[config.mk]
export PLATFORM = sky130hd
export DESIGN_NAME = prime_word_serializer
export DESIGN_NICKNAME = d
export VERILOG_FILES = /design/src/rtl/prime_word_serializer.sv
export SDC_FILE = /design/constraint.sdc
export NUM_CORES = 1
export LEC_CHECK = 0
export ABC_AREA = 1
export CAP_MARGIN = 40
export CORE_ASPECT_RATIO = 0.8
export CORE_MARGIN = 2
export CORE_UTILIZATION = 35
export CTS_BUF_LIST = sky130_fd_sc_hd__clkbuf_8
export CTS_CLUSTER_DIAMETER = 200
export CTS_CLUSTER_SIZE = 24
export DETAILED_ROUTE_END_ITERATION = 6
export SLEW_MARGIN = 25
export SYNTH_ARGS = -nofsm -noshare
export SYNTH_HDL_FRONTEND = slang
export SYNTH_SLANG_ARGS = --single-unit
[constraint.sdc]
create_clock -name clk -period 1.9 [get_ports clk]
set_input_delay 0.38 -clock clk [delete_from_list [all_inputs] [get_ports clk]]
set_output_delay 0.38 -clock clk [all_outputs]
set_load 0.005 [all_outputs]
[src/rtl/prime_word_serializer.sv]
// Parallel-to-serial front end for the serial prime detector.
// Words go out MSB-first with framing strobes and a one-word holding buffer.
module prime_word_serializer #(
   parameter int WIDTH = 4,
   parameter int GAP   = 0
) (
   input  logic             clk,
   input  logic             rst,
   input  logic [WIDTH-1:0] data_in,
   input  logic             in_valid,
   output logic             in_ready,
   input  logic             out_ready,
   output logic             in_bit,
   output logic             bit_valid,
   output logic             word_first,
   output logic             word_last,
   output logic             busy
);

   localparam int CW = $clog2(WIDTH);
   localparam logic [CW-1:0] LAST = CW'(WIDTH - 1);
   localparam logic [3:0] GAP_INIT = (GAP > 0) ? 4'(GAP - 1) : 4'd0;

   typedef enum logic [1:0] {
      S_IDLE,
      S_SHIFT,
      S_GAP
   } state_t;

   state_t           state_q, state_d;
   logic [WIDTH-1:0] sreg_q, sreg_d;
   logic [CW-1:0]    cnt_q, cnt_d;
   logic [WIDTH-1:0] hold_q, hold_d;
   logic             hold_full_q, hold_full_d;
   logic [3:0]       gcnt_q, gcnt_d;

   logic accept;
   logic launch;
   logic direct;

   assign in_ready   = rst && !hold_full_q;
   assign accept     = in_valid && in_ready;

   assign bit_valid  = (state_q == S_SHIFT);
   assign in_bit     = bit_valid ? sreg_q[WIDTH-1] : 1'b0;
   assign word_first = bit_valid && (cnt_q == '0);
   assign word_last  = bit_valid && (cnt_q == LAST);
   assign busy       = (state_q != S_IDLE) || hold_full_q;

   always_comb begin
      state_d     = state_q;
      sreg_d      = sreg_q;
      cnt_d       = cnt_q;
      hold_d      = hold_q;
      hold_full_d = hold_full_q;
      gcnt_d      = gcnt_q;
      launch      = 1'b0;
      direct      = 1'b0;

      unique case (state_q)
         S_IDLE: launch = 1'b1;
         S_SHIFT: begin
            if (out_ready) begin
               if (cnt_q != LAST) begin
                  sreg_d = {sreg_q[WIDTH-2:0], 1'b0};
                  cnt_d  = cnt_q + 1'b1;
               end else if (GAP > 0) begin
                  state_d = S_GAP;
                  gcnt_d  = GAP_INIT;
               end else begin
                  launch = 1'b1;
               end
            end
         end
         S_GAP: begin
            if (gcnt_q == 4'd0) launch = 1'b1;
            else gcnt_d = gcnt_q - 4'd1;
         end
         default: state_d = S_IDLE;
      endcase

      // Start of a new word: a buffered word always wins over the input.
      if (launch) begin
         if (hold_full_q) begin
            sreg_d      = hold_q;
            hold_full_d = 1'b0;
            cnt_d       = '0;
            state_d     = S_SHIFT;
         end else if (accept) begin
            sreg_d  = data_in;
            cnt_d   = '0;
            state_d = S_SHIFT;
            direct  = 1'b1;
         end else begin
            state_d = S_IDLE;
         end
      end

      if (accept && !direct) begin
         hold_d      = data_in;
         hold_full_d = 1'b1;
      end
   end

   always_ff @(posedge clk or negedge rst) begin
      if (!rst) begin
         state_q     <= S_IDLE;
         sreg_q      <= '0;
         cnt_q       <= '0;
         hold_q      <= '0;
         hold_full_q <= 1'b0;
         gcnt_q      <= 4'd0;
      end else begin
         state_q     <= state_d;
         sreg_q      <= sreg_d;
         cnt_q       <= cnt_d;
         hold_q      <= hold_d;
         hold_full_q <= hold_full_d;
         gcnt_q      <= gcnt_d;
      end
   end

endmodule

==> results.txt <==
Initial antenna violation count - 0
CTS tree - yes
Synth-to-layout area growth - 33.8%
Initial core utilization - 38.7%
Vias/cell - 4.74
Number of max-cap violations - 0
Count of cell types in the netlist - 16
Max clock buf depth - 2
Most common cell in the netlist - nand2_1
Synth top area share - 46.3%
Clock transition at the registers of the reported paths - 0.05 ns
Rows - 13
Share of cells above drive strength 1 - 16.0%
Wire per inst - 10.5 um
Post-layout min period - 1.80 ns
Grt ovf - 0
Pre-antenna DRT Iters - 4
Slew HR - 81.9%
Clock Skew - 0.000599 ns
First-pass GRT wire length - 2320 um
Largest net degree at the start of global routing - 14
Worst-skew pair later-pin latency - 0.24 ns
CP startpoint kind - flip-flop
Initial DRC Count - 21
P_leak - 0.474 nW
Vias in the first global route - 504
Number of synthesized flops with an enable pin - 0
FMAX - 557 MHz
Fin Setup TNS - 0 ns
Final period util - 94.6%
Post-DP HPWL - 1020 um
Critical path's slowest cell - clkdlybuf4s50_1
Reg-to-reg setup timing slack - 0.74 ns
Final net count - 116
CTS H-tree lvls - 1
Buffers on Ports - 13
Die Height - 42.5 um
CTS buffer count - 3
DRC - 0
Setup repair bufs after CTS - 0
Maximum vdd drop - 0.000767 V
Average size of a mapped cell - 7.37 um^2
IO Count - 14
Post-route cell area - 867 um^2
Tot Pwr - 1.29 mW
Hold Path Class - flip-flop to flip-flop
Gr usage total - 14.4%
Clock Sinks - 12
Cells after Synth - 88
Final Hold Fails - 0
Async SR Flop Fraction - 100%
Status - completed
Synthesized cell area - 648 um^2
Routability congestion estimate - 0.773
Slew at the pin with the worst max-slew slack - 0.271 ns
Critical-path cell list - inv_1 > nor3_1 > clkdlybuf4s50_1
RSZ-0062 raised after global routing - false
Final setup vio count - 0
CTS root buf - clkbuf_8
Antenna diodes - 0
Commonest cells post-synth - nand2_1 (45), dfrtp_1 (12), nand3_1 (9)
Yosys warnings - 0
Post-detailed-route count of antenna-violating nets - 0
Worst path bufs/invs - 2
Seq/Total Area, Yosys - 46.3%
Vias - 607
Worst EP arrival - 1.42 ns
Core area - 1680 um^2
DIE AREA - 2210 um^2
Worst Path Class, Setup - flip-flop to output pin
Family with the most delay on the worst path - buffers and inverters
Final WL - 1350 um
Setup crit end kind - output pin
PD cells - 1490 nW/um^2
Die Wd - 52.1 um
CP Max Fanout - 6
Number of synthesized register bits - 12
Syn nets - 96
Synth top area cells - dfrtp_1 (46%), nand2_1 (26%), nand3_1 (6.9%)
CP required - 1.52 ns
Post-DP Area - 821 um^2
FILL cells - 171
Area leader, netlist - dfrtp_1
Slew Limit Fails - 0
Slowest stage delay, CP - 0.52 ns
Top_reg_cell synth - dfrtp_1
[worst register-to-register path, stage by stage, from the launching register on]
cell	delay, ns
dfrtp_1	0.46
inv_2	0.14
nand3_4	0.09
inv_1	0.06
nand3_1	0.14
nand2_1	0.10
nand2_1	0.05
[path summary, 6_finish.rpt]
kind	start	endpoint	depth (start not counted)
setup / recovery	state_q[0]	word_first	3
hold / removal	hold_q[1]	hold_q[1]	2
setup reg to reg	hold_full_q	hold_q[2]	6
hold reg to reg	hold_q[1]	hold_q[1]	2
max in group asynchronous	rst	sreg_q[1]	2
min in group asynchronous	rst	hold_q[0]	2
[through the flow]
stage / hold WS [ns] / setup WS, ns / utilization [%] / instances
floorplan: 0.0844 / 0.857 / - / 88
global placement: 0.457 / 0.0379 / 49.0 / 125
detailed placement: 0.461 / 0.0120 / 49.0 / 125
CTS: 0.473 / 0.0120 / 51.5 / 128
global route: 0.486 / 0.0314 / 51.8 / 128
finish: 0.471 / 0.103 / 51.8 / 128
[metal layers]
metal  track usage, %  wire (um)
met4             4.74         17
met1             19.1        647
met5                0          0
met2             21.3        582
met3             5.71        102
[cell type report]
class	instances	area [um^2]	area share [%]
inverters	8	30.0	3.46
well taps	22	27.5	3.17
clock buffers	3	41.3	4.76
multi-input cells	68	320	36.9
repair buffers	15	148	17.0
flip-flops and latches	12	300	34.6
[cell usage in the layout (no fill, tap or decap), drive strengths merged]
cell	Yosys	layout
nand3	11	11
nor2	4	4
a22oi	1	1
a21oi	1	1
o21ai	1	1
dfrtp	12	12
a21boi	1	1
nand2	48	48
buf	0	2
clkbuf	0	3
clkdlybuf4s50	0	12
inv	8	8
nor3	1	1
dlymetal6s2s	0	1
[cell families after synthesis]
| family | Yosys count | share of synthesized area, % |
|---|---|---|
| AND/OR/NAND/NOR | 64 | 45.2 |
| flip-flops | 12 | 46.3 |
| buffers and inverters | 8 | 4.63 |
| AO/OA/AOI/OAI | 4 | 3.86 |
[repair_timing]
item                                   4_1_cts  5_1_grt
endpoints found under the hold margin        0        0
setup endpoints to repair                    0        2
resized for setup                            0        2
hold buffers                                 0        0
[state kept, by name, indices dropped and copies added, names as in the netlist]
register and flops:
sreg_q 4, hold_full_q 1, hold_q 4, state_q 1, cnt_q 2
[report_power, final]
part           total, mW  leakage, nW  internal (mW)  switching, mW
Combinational      0.577        0.303          0.260          0.317
Sequential         0.486        0.150          0.377          0.110
Clock              0.229       0.0216          0.139         0.0896
Total               1.29        0.474          0.776          0.516
Power figures use the tool's default switching activity.
